$ cat src/rtl/dds_pwm_multi_if.sv
// dds_pwm_multi_if: configuration write port (valid/ready) for the multi-channel DDS PWM generator
interface dds_pwm_multi_if #(
  parameter int CH_BITS    = 2,
  parameter int PHASE_BITS = 16
) ();
  logic                  valid;
  logic                  ready;
  logic [CH_BITS-1:0]    ch;
  logic [1:0]            mode;
  logic [PHASE_BITS-1:0] fcw;
  logic [PHASE_BITS-1:0] off;
  modport master (output valid, ch, mode, fcw, off, input ready);
  modport slave  (input valid, ch, mode, fcw, off, output ready);
endinterface

$ cat src/rtl/dds_pwm_multi.sv
// dds_pwm_multi: multi-channel DDS phase accumulators driving PWM outputs, config committed at frame boundaries
module dds_pwm_multi #(
  parameter int NUM_CH     = 4,
  parameter int PHASE_BITS = 16,
  parameter int PWM_BITS   = 8,
  parameter int CH_BITS    = (NUM_CH > 1) ? $clog2(NUM_CH) : 1
) (
  input  logic                clk_in,
  input  logic                rst_in,
  input  logic                en_in,
  input  logic                sync_in,
  dds_pwm_multi_if.slave      cfg,
  output logic                frame_tick_out,
  output logic [NUM_CH-1:0]   pwm_out
);
  localparam logic [PWM_BITS-1:0] MAX = '1;
  logic [PWM_BITS-1:0]   cnt;
  logic                  tick;
  logic                  pending;
  logic                  sync_pend;
  logic [CH_BITS-1:0]    sh_ch;
  logic [1:0]            sh_mode;
  logic [PHASE_BITS-1:0] sh_fcw;
  logic [PHASE_BITS-1:0] sh_off;
  logic                  xfer;
  assign tick      = en_in && (cnt == MAX);
  assign cfg.ready = ~pending;
  assign xfer      = cfg.valid && cfg.ready;
  // Frame counter, frame tick, single-slot config shadow and sticky resync request
  always_ff @(posedge clk_in or negedge rst_in) begin
    if (!rst_in) begin
      cnt            <= '0;
      frame_tick_out <= 1'b0;
      pending        <= 1'b0;
      sync_pend      <= 1'b0;
      sh_ch          <= '0;
      sh_mode        <= '0;
      sh_fcw         <= '0;
      sh_off         <= '0;
    end else begin
      cnt            <= en_in ? cnt + 1'b1 : cnt;
      frame_tick_out <= tick;
      sync_pend      <= sync_in || (sync_pend && !tick);
      if (tick && pending) pending <= 1'b0;
      else if (xfer) pending <= 1'b1;
      if (xfer) begin
        sh_ch   <= cfg.ch;
        sh_mode <= cfg.mode;
        sh_fcw  <= cfg.fcw;
        sh_off  <= cfg.off;
      end
    end
  end
  for (genvar n = 0; n < NUM_CH; n++) begin : g_ch
    logic [PHASE_BITS-1:0] acc;
    logic [PHASE_BITS-1:0] fcw;
    logic [PHASE_BITS-1:0] off;
    logic [1:0]            mode;
    logic [PWM_BITS-1:0]   duty_q;
    logic                  pwm_q;
    logic [PHASE_BITS-1:0] p;
    logic [PWM_BITS-1:0]   s;
    logic [PWM_BITS-1:0]   t;
    logic [PWM_BITS-1:0]   w;
    logic                  hit;
    assign p   = acc + off;
    assign s   = p[PHASE_BITS-1 -: PWM_BITS];
    assign t   = {s[PWM_BITS-2:0], 1'b0};
    assign w   = (mode == 2'd0) ? s :
                 (mode == 2'd1) ? (p[PHASE_BITS-1] ? ~t : t) :
                 (mode == 2'd2) ? (p[PHASE_BITS-1] ? '0 : MAX) :
                 fcw[PWM_BITS-1:0];
    assign hit = pending && (sh_ch == CH_BITS'(n));
    assign pwm_out[n] = pwm_q;
    // Per-tick duty/phase update from pre-tick state, then commit of any shadowed write for this channel
    always_ff @(posedge clk_in or negedge rst_in) begin
      if (!rst_in) begin
        acc    <= '0;
        fcw    <= '0;
        off    <= '0;
        mode   <= '0;
        duty_q <= '0;
        pwm_q  <= 1'b0;
      end else begin
        pwm_q <= en_in && (cnt < duty_q);
        if (tick) begin
          duty_q <= w;
          acc    <= sync_pend ? '0 : acc + fcw;
          if (hit) begin
            mode <= sh_mode;
            fcw  <= sh_fcw;
            off  <= sh_off;
          end
        end
      end
    end
  end
endmodule

$ cat src/flat_wrapper.sv
// flat-port wrapper written by rule: the top's interface ports become plain ports
module dds_pwm_multi_flat 
#(
  parameter int NUM_CH     = 4,
  parameter int PHASE_BITS = 16,
  parameter int PWM_BITS   = 8,
  parameter int CH_BITS    = (NUM_CH > 1) ? $clog2(NUM_CH) : 1
)
  (clk_in, rst_in, en_in, sync_in, frame_tick_out, pwm_out, cfg_valid, cfg_ch, cfg_mode, cfg_fcw, cfg_off, cfg_ready);
  dds_pwm_multi_if #(.CH_BITS(CH_BITS), .PHASE_BITS(PHASE_BITS)) cfg_i ();
  input  logic clk_in;
  input  logic rst_in;
  input  logic en_in;
  input  logic sync_in;
  output logic frame_tick_out;
  output logic [NUM_CH-1:0] pwm_out;
  input wire logic [$bits(cfg_i.valid)-1:0] cfg_valid;
  input wire logic [$bits(cfg_i.ch)-1:0] cfg_ch;
  input wire logic [$bits(cfg_i.mode)-1:0] cfg_mode;
  input wire logic [$bits(cfg_i.fcw)-1:0] cfg_fcw;
  input wire logic [$bits(cfg_i.off)-1:0] cfg_off;
  output wire logic [$bits(cfg_i.ready)-1:0] cfg_ready;
  assign cfg_i.valid = cfg_valid;
  assign cfg_i.ch = cfg_ch;
  assign cfg_i.mode = cfg_mode;
  assign cfg_i.fcw = cfg_fcw;
  assign cfg_i.off = cfg_off;
  assign cfg_ready = cfg_i.ready;
  dds_pwm_multi #(.NUM_CH(NUM_CH), .PHASE_BITS(PHASE_BITS), .PWM_BITS(PWM_BITS), .CH_BITS(CH_BITS)) u_core (.clk_in(clk_in), .rst_in(rst_in), .en_in(en_in), .sync_in(sync_in), .cfg(cfg_i), .frame_tick_out(frame_tick_out), .pwm_out(pwm_out));
endmodule
$ cat config.mk
export PLATFORM = sky130hd
export DESIGN_NAME = dds_pwm_multi_flat
export DESIGN_NICKNAME = d
export VERILOG_FILES = /design/src/rtl/dds_pwm_multi_if.sv /design/src/rtl/dds_pwm_multi.sv /design/src/flat_wrapper.sv
export SDC_FILE = /design/constraint.sdc
export NUM_CORES = 1
export LEC_CHECK = 0
export ABC_AREA = 1
export CAP_MARGIN = 40
export CORE_MARGIN = 3
export CORE_UTILIZATION = 65
export DETAILED_ROUTE_END_ITERATION = 6
export DONT_BUFFER_PORTS = 1
export PLACE_DENSITY = 0.91
export SYNTH_ARGS = -nofsm -noshare
export SYNTH_HDL_FRONTEND = slang
export SYNTH_SLANG_ARGS = --single-unit
export TNS_END_PERCENT = 10
$ cat constraint.sdc
create_clock -name clk_in -period 5.2 [get_ports clk_in]
set_clock_uncertainty 0.15 [all_clocks]
set_input_delay 1.04 -clock clk_in [delete_from_list [all_inputs] [get_ports clk_in]]
set_output_delay 1.04 -clock clk_in [all_outputs]
set_load 0.01 [all_outputs]
==> results.json, run 1 <==
{
  "status": "finished, final reports clean",
  "max-clock-path-buffers": 3,
  "synth.ff_latch_count": 283,
  "fp.dieH_um": 177,
  "coreArea_mm2": 0.0288,
  "layout-area-overhead-vs-synth_pct": 7.48,
  "post-cts-setup-buffers": 0,
  "crit_family": "simple AND/OR/NAND/NOR gates",
  "cts_repair_resize_count": 0,
  "worstMarginPinSlew_ns": 0.817,
  "grt_antenna_before_repair": 4,
  "grt_first_pass_wirelength_um": 87400,
  "port_buffers": 0,
  "delay_of_the_slowest_critical_path_stage_ns": 0.66,
  "critPathCaptureType": "flip-flop",
  "netlist-cell-type-count": 38,
  "drt_iter0_markers": 1865,
  "synth_net_count": 2954,
  "required_ns": 5.47,
  "clock_tree_root_buffer_cell": "sky130_fd_sc_hd__clkbuf_16",
  "maxSlewHeadroom_pct": 45.4,
  "drc_errors": 0,
  "worst-path-buf-inv": 3,
  "power.ir.vdd_worst_uv": 285,
  "vias_in_the_first_global_route": 17383,
  "min_period_ns": 3.50,
  "grt-ovfl-total": 0,
  "chipWidth_um": 177,
  "worstPathArrival_ns": 3.77,
  "clock_tree.htree_level_count": 1,
  "startpoint_type": "flip-flop",
  "max_slew_violation_count": 0,
  "synth-warning-count": 0,
  "drt_first_pass_iters": 5,
  "final.period_utilization_pct": 67.2,
  "synthesis.area_mm2": 0.0191,
  "cts_hold_buffers": 0,
  "cpMaxStageDelayCell": "sky130_fd_sc_hd__nand4_2",
  "final.setup.worst_slack_ns": 1.70,
  "layout-drive-gt1-share_pct": 2.78,
  "clkLatencyLatePin_ns": 0.58,
  "num-nets-final": 2936,
  "leakage_nw": 11.9,
  "design.portCount": 47,
  "post-dp-hpwl_um": 40100,
  "multiInputGateArea_mm2": 0.0102,
  "routed_wl_um": 55300,
  "critPathKind": "flip-flop to flip-flop",
  "setup_viol": 0,
  "synth.yosys.seq_area_share_pct": 37.2,
  "final.hold.worst_slack_ns": 0.0226,
  "ant_nets": 0,
  "power_density_mw_per_mm2": 249,
  "global_route.usage.total_pct": 35.1,
  "total_number_of_vias": 18318,
  "postSynthCellCount": 2764,
  "drt-wirelength-per-cell_um": 17.5,
  "cts.clk_slew.worst_paths_ns": 0.06,
  "max-cap-violations": 0,
  "dpl_worst_slack_ns": 1.68,
  "most_congested_layer_reported_by_global_routing": "met2",
  "crit_fanout": 49,
  "clock_tree_from_tritoncts": "built",
  "start_util_pct": 66.2,
  "cts_made_buffers": 31,
  "fin_tns_setup_ns": 0,
  "grt_max_degree": 284,
  "clkSinkCount": 283,
  "overall_power_of_the_completed_layout_mw": 5.11,
  "final-hold-violation-count": 0,
  "gp_congestion": 0.981,
  "die_area_mm2": 0.0314,
  "fmax_mhz": 286,
  "worstPathCellList": "ha_1 -> inv_1 -> nor2_1 -> nand3_4 -> inv_2 -> nand4_2 -> buf_4 -> nand2_1 -> o21ai_0",
  "rows": 62,
  "globalRouteMet1Util_pct": 45.2,
  "vias_per_cell": 5.80,
  "syn_area_per_cell_um2": 6.89,
  "globalRouteMet2Util_pct": 56.4,
  "grt_setup_unrepaired": "no",
  "num-fill-cells": 2280,
  "area.sequential_mm2": 0.00708,
  "grt_use_met3_pct": 8.00,
  "worst_hold_path_type": "input port to async pin"
}
per-layer routing:
metal | wire length, µm | part of all wire [%]
met3 | 5550 | 10
met5 | 42 | 0.076
met4 | 3020 | 5.5
met1 | 22100 | 40
met2 | 24600 | 44
cell type report:
type	count	share of cell area, %
clock inverter	11	1.01
inverter	404	7.41
timing repair buffer	8	0.403
antenna	4	0.0489
multi-input combinational	2018	49.8
sequential	283	34.6
clock buffer	46	4.40
tap	384	2.35
through the flow:
stage | utilization (%) | instances | area [µm²]
3_3_place_gp | 67.1 | 3094 | 19300
4_1_cts | 71.1 | 3153 | 20500
3_5_place_dp | 67.2 | 3096 | 19400
2_1_floorplan | - | 2764 | 19100
6_report | 71.2 | 3158 | 20500
5_1_grt | 71.1 | 3155 | 20500
cells by family after synthesis:
group,synth area share [%]
flip-flops,37.2
AND/OR/NAND/NOR,29.5
adder cells (fa/ha/maj),9.94
XOR/XNOR,1.19
buffers and inverters,9.40
AO/OA/AOI/OAI,12.8
synth_stat cells:
library cell | number | area, µm²
sky130_fd_sc_hd__nand2_1 | 1006 | 3780
sky130_fd_sc_hd__inv_1 | 399 | 1500
sky130_fd_sc_hd__dfrtp_1 | 283 | 7080
sky130_fd_sc_hd__o21ai_0 | 220 | 1100
sky130_fd_sc_hd__nor2_1 | 153 | 574
sky130_fd_sc_hd__a21oi_1 | 150 | 751
sky130_fd_sc_hd__nand3_1 | 149 | 746
sky130_fd_sc_hd__ha_1 | 145 | 1810
sky130_fd_sc_hd__clkbuf_1 | 36 | 135
sky130_fd_sc_hd__nand4_1 | 33 | 206
sky130_fd_sc_hd__o21ai_1 | 28 | 140
sky130_fd_sc_hd__nor3_1 | 16 | 80.1
sky130_fd_sc_hd__a21o_1 | 15 | 113
sky130_fd_sc_hd__xor2_1 | 15 | 131
sky130_fd_sc_hd__buf_2 | 14 | 70.1
sky130_fd_sc_hd__and2_1 | 12 | 75.1
sky130_fd_sc_hd__o21bai_1 | 12 | 90.1
sky130_fd_sc_hd__xnor2_1 | 11 | 96.3
sky130_fd_sc_hd__buf_4 | 9 | 67.6
sky130_fd_sc_hd__a22o_1 | 8 | 70.1
sky130_fd_sc_hd__a31oi_1 | 7 | 43.8
sky130_fd_sc_hd__a211oi_1 | 4 | 30.0
sky130_fd_sc_hd__fa_1 | 4 | 80.1
sky130_fd_sc_hd__inv_2 | 4 | 15.0
sky130_fd_sc_hd__nand3b_1 | 4 | 30.0
sky130_fd_sc_hd__nand4_2 | 4 | 50.1
sky130_fd_sc_hd__o31ai_1 | 4 | 30.0
sky130_fd_sc_hd__a211o_1 | 3 | 26.3
sky130_fd_sc_hd__a32o_1 | 3 | 30.0
sky130_fd_sc_hd__or2_2 | 3 | 18.8
sky130_fd_sc_hd__nand2_2 | 2 | 12.5
sky130_fd_sc_hd__nor2_4 | 2 | 22.5
sky130_fd_sc_hd__a221oi_1 | 1 | 8.76
sky130_fd_sc_hd__clkinv_2 | 1 | 5.00
sky130_fd_sc_hd__nand2_4 | 1 | 11.3
sky130_fd_sc_hd__nand3_2 | 1 | 10.0
sky130_fd_sc_hd__nor3_2 | 1 | 10.0
sky130_fd_sc_hd__nor4_1 | 1 | 6.26
worst register-to-register path: cells and delay by family, from the launching register on:
kind                     cells  cell delay, ns
AO/OA/AOI/OAI                1            0.09
adder cells (fa/ha/maj)      1            0.20
AND/OR/NAND/NOR              4            1.49
buffers and inverters        3            0.96
flip-flops                   1            0.46
cell usage in the layout (no fill, tap or decap), types with 2 or more instances in the layout:
cell type,synthesis,final
sky130_fd_sc_hd__a211o_1,3,3
sky130_fd_sc_hd__a211oi_1,4,4
sky130_fd_sc_hd__a21o_1,15,15
sky130_fd_sc_hd__a21oi_1,150,150
sky130_fd_sc_hd__a22o_1,8,8
sky130_fd_sc_hd__a31oi_1,7,7
sky130_fd_sc_hd__a32o_1,3,3
sky130_fd_sc_hd__and2_1,12,12
sky130_fd_sc_hd__buf_4,9,5
sky130_fd_sc_hd__bufinv_16,0,5
sky130_fd_sc_hd__clkbuf_1,36,8
sky130_fd_sc_hd__clkbuf_16,0,31
sky130_fd_sc_hd__clkbuf_8,0,7
sky130_fd_sc_hd__clkinv_2,1,2
sky130_fd_sc_hd__clkinvlp_4,0,2
sky130_fd_sc_hd__dfrtp_1,283,283
sky130_fd_sc_hd__diode_2,0,4
sky130_fd_sc_hd__fa_1,4,4
sky130_fd_sc_hd__ha_1,145,145
sky130_fd_sc_hd__inv_1,399,399
sky130_fd_sc_hd__inv_2,4,4
sky130_fd_sc_hd__inv_6,0,2
sky130_fd_sc_hd__nand2_1,1006,1005
sky130_fd_sc_hd__nand2_2,2,3
sky130_fd_sc_hd__nand3_1,149,148
sky130_fd_sc_hd__nand3b_1,4,4
sky130_fd_sc_hd__nand4_1,33,33
sky130_fd_sc_hd__nand4_2,4,4
sky130_fd_sc_hd__nor2_1,153,153
sky130_fd_sc_hd__nor2_4,2,2
sky130_fd_sc_hd__nor3_1,16,16
sky130_fd_sc_hd__o21ai_0,220,220
sky130_fd_sc_hd__o21ai_1,28,28
sky130_fd_sc_hd__o21bai_1,12,12
sky130_fd_sc_hd__o31ai_1,4,4
sky130_fd_sc_hd__or2_2,3,3
sky130_fd_sc_hd__xnor2_1,11,11
sky130_fd_sc_hd__xor2_1,15,15
state kept, by name, summed over array words and instances, names as in the netlist:
register	flops
u_core.g_ch.mode	8
u_core.sh_mode	2
u_core.g_ch.acc	64
u_core.frame_tick_out	1
u_core.sh_fcw	16
u_core.g_ch.off	64
u_core.g_ch.pwm_q	4
u_core.cnt	8
u_core.pending	1
u_core.g_ch.duty_q	32
u_core.sync_pend	1
u_core.sh_off	16
u_core.sh_ch	2
u_core.g_ch.fcw	64
final timing paths:
path | cells after the start | from | end | slack, ns
setup / recovery | 9 | u_core.cnt[1] | u_core.g_ch[0].off[13] | 1.70
hold / removal | 0 | rst_in | u_core.g_ch[0].duty_q[3] | 0.02
setup reg to reg | 9 | u_core.cnt[1] | u_core.g_ch[0].off[13] | 1.70
hold reg to reg | 2 | u_core.g_ch[3].duty_q[6] | u_core.g_ch[3].duty_q[6] | 0.33
max in group asynchronous | 1 | rst_in | u_core.frame_tick_out | 4.25
min in group clk_in | 2 | u_core.g_ch[3].duty_q[6] | u_core.g_ch[3].duty_q[6] | 0.33
where the power goes:
group	internal, mW	total [mW]	switching, mW
registers	2.26	2.34	0.0853
logic	0.156	0.369	0.213
clock network	1.45	2.40	0.943
total	3.86	5.11	1.24
No activity file was read; power rests on OpenSTA's default activity.
==> inputs of run 2 (changes only) <==
clock period = 3.65 ns   (was 5.2 ns; I/O delays follow)
==> results.json, run 2 (synthesis gave the netlist of run 1 again) <==
{
  "status": "complete, but fails checks",
  "failed_checks": "hold timing",
  "routed_wl_um": 54900,
  "power_density_mw_per_mm2": 356,
  "comb_power_share_pct": 7.2,
  "critPathKind": "flip-flop to flip-flop",
  "power_frac_seq_pct": 46.0,
  "leakage_nw": 11.9,
  "crit_fanout": 19,
  "min_period_ns": 2.77,
  "cts_repair_resize_count": 0,
  "grt_setup_unrepaired": "no",
  "worstPathCellList": "ha_1 -> inv_1 -> nor3_2 -> inv_2 -> nor2_4 -> nand3_1 -> nor2_4 -> o21ai_0 -> a21oi_1 -> a21o_1",
  "power.net_switching_mw": 1.82,
  "coreArea_mm2": 0.0288,
  "setup_viol": 0,
  "switching_share_pct": 25.0,
  "r2r_setup_slack_ns": 0.88,
  "clkSinkCount": 283,
  "fp.dieH_um": 177,
  "start_util_pct": 66.2,
  "num-nets-final": 2936,
  "post-cts-setup-buffers": 0,
  "worstPathArrival_ns": 3.14,
  "max-clock-path-buffers": 3,
  "timing.reg2reg.worst_path_depth": 10,
  "ant_nets": 0,
  "cell_internal_pwr_mw": 5.47,
  "vias_in_the_first_global_route": 17252,
  "clkLatencyLatePin_ns": 0.59,
  "vias_per_cell": 5.78,
  "fin_tns_setup_ns": 0,
  "final.hold.worst_slack_ns": -0.298,
  "drt-wirelength-per-cell_um": 17.4,
  "worstMarginPinSlew_ns": 0.710,
  "power.ir.vdd_worst_uv": 402,
  "most-common-layout-cells": "1005 x sky130_fd_sc_hd__nand2_1, 399 x sky130_fd_sc_hd__inv_1, 283 x sky130_fd_sc_hd__dfrtp_1, 220 x sky130_fd_sc_hd__o21ai_0, 153 x sky130_fd_sc_hd__nor2_1",
  "delay_of_the_slowest_critical_path_stage_ns": 0.57,
  "drt_first_pass_iters": 6,
  "fmax_mhz": 361,
  "grt_max_degree": 284,
  "worstReg2RegStart": "u_core.cnt[1]",
  "max_slew_violation_count": 0,
  "cts_made_buffers": 31,
  "critPathCaptureType": "flip-flop",
  "clock_tree_root_buffer_cell": "sky130_fd_sc_hd__clkbuf_16",
  "final.period_utilization_pct": 75.9,
  "grt_first_pass_wirelength_um": 87000,
  "port_buffers": 0,
  "layout_top_registers": "u_core.g_ch.acc (64), u_core.g_ch.fcw (64), u_core.g_ch.off (64)",
  "share_clk_of_total_power_pct": 46.9,
  "clock_tree.htree_level_count": 1,
  "startpoint_type": "flip-flop",
  "drc_errors": 0,
  "drt_iter0_markers": 1625,
  "rows": 62,
  "global_route.usage.total_pct": 34.9,
  "chipWidth_um": 177,
  "top_layer_used": "met5",
  "dpl_worst_slack_ns": 0.947,
  "post-dp-hpwl_um": 39500,
  "maxSlewHeadroom_pct": 52.6,
  "gp_congestion": 0.926,
  "routedLengthMet1_um": 22600,
  "cts.clk_slew.worst_paths_ns": 0.07,
  "clock_tree_from_tritoncts": "built",
  "cpMaxStageDelayCell": "sky130_fd_sc_hd__nor2_4",
  "layout-area-overhead-vs-synth_pct": 7.58,
  "design.portCount": 47,
  "mostFrequentLayoutCell": "sky130_fd_sc_hd__nand2_1",
  "cpMostUsedCell": "sky130_fd_sc_hd__nor2_4",
  "required_ns": 4.02,
  "num-fill-cells": 2260,
  "final.setup.worst_slack_ns": 0.878,
  "metal2_wl_um": 24500,
  "routed-wl-met3_um": 4950,
  "total_number_of_vias": 18255,
  "die_area_mm2": 0.0314,
  "final-hold-violation-count": 283,
  "grt-ovfl-total": 0,
  "rr_endpoint": "u_core.g_ch[0].acc[5]",
  "layout-drive-gt1-share_pct": 3.03,
  "grt_antenna_before_repair": 5,
  "max-cap-violations": 0,
  "worst_hold_path_type": "input port to async pin"
}
run 2: cell count changes in the layout (fill, tap and decap cells not counted), sizes merged:
cell / before / now
clkbuf: 46 / 39
clkinv: 2 / 8
inv: 406 / 408
buf: 7 / 8
diode: 4 / 5
dlygate4sd3: 1 / 0
run 2: how the worst max path moves through the flow:
stage / from / end / slack [ns] / depth (start not counted)
6_report: u_core.cnt[1] / u_core.g_ch[0].acc[5] / 0.88 / 10
5_1_grt: u_core.cnt[1] / u_core.g_ch[0].acc[5] / 0.70 / 10
4_1_cts: u_core.cnt[1] / u_core.g_ch[0].acc[5] / 0.93 / 10
3_5_place_dp: en_in / u_core.g_ch[0].acc[5] / 0.95 / 9
3_3_place_gp: en_in / u_core.g_ch[0].acc[5] / 1.06 / 9
2_1_floorplan: u_core.g_ch[1].fcw[0] / u_core.g_ch[1].acc[10] / 1.47 / 13
run 2: critical path, delay by kind of cell (launching register included):
family	cells	cell delay [ns]
AND/OR/NAND/NOR	4	1.23
adder cells (fa/ha/maj)	1	0.20
AO/OA/AOI/OAI	3	0.48
flip-flops	1	0.48
buffers and inverters	2	0.17
run 2: cell type report:
class / count / area, µm² / share of cell area (%)
Antenna cell: 5 / 12.5 / 0.0610
Inverter: 404 / 1520 / 7.40
Timing Repair Buffer: 8 / 92.6 / 0.452
Tap cell: 384 / 480 / 2.34
Clock buffer: 39 / 856 / 4.17
Sequential cell: 283 / 7080 / 34.5
Clock inverter: 19 / 260 / 1.27
Multi-Input combinational cell: 2018 / 10200 / 49.8
run 2: metal layers:
| layer | global-route usage, % | vias up |
|---|---|---|
| li1 | - | 8803 |
| met1 | 45.7 | 8409 |
| met2 | 55.6 | 827 |
| met3 | 7.55 | 208 |
| met4 | 16.5 | 8 |
| met5 | 0 | - |
run 2: per-stage QoR:
step                instance area [µm²]  cells  power (mW)  util (%)  hold WS (ns)
finish                            20500   3160        7.29      71.2        -0.298
CTS                               20500   3155        7.30      71.2        -0.308
detailed placement                19400   3097        3.92      67.3         0.291
global route                      20500   3155        7.49      71.2        -0.308
global placement                  19300   3095        3.86      67.1         0.291
floorplan                         19100   2764        3.76         -         0.284
run 2: power groups by stage:
stage	Sequential (mW)	Clock (mW)	Combinational, mW
2_1_floorplan	3.35	0	0.416
3_3_place_gp	3.40	0	0.455
3_5_place_dp	3.41	0	0.512
4_1_cts	3.35	3.43	0.519
5_1_grt	3.36	3.54	0.592
6_report	3.35	3.42	0.523
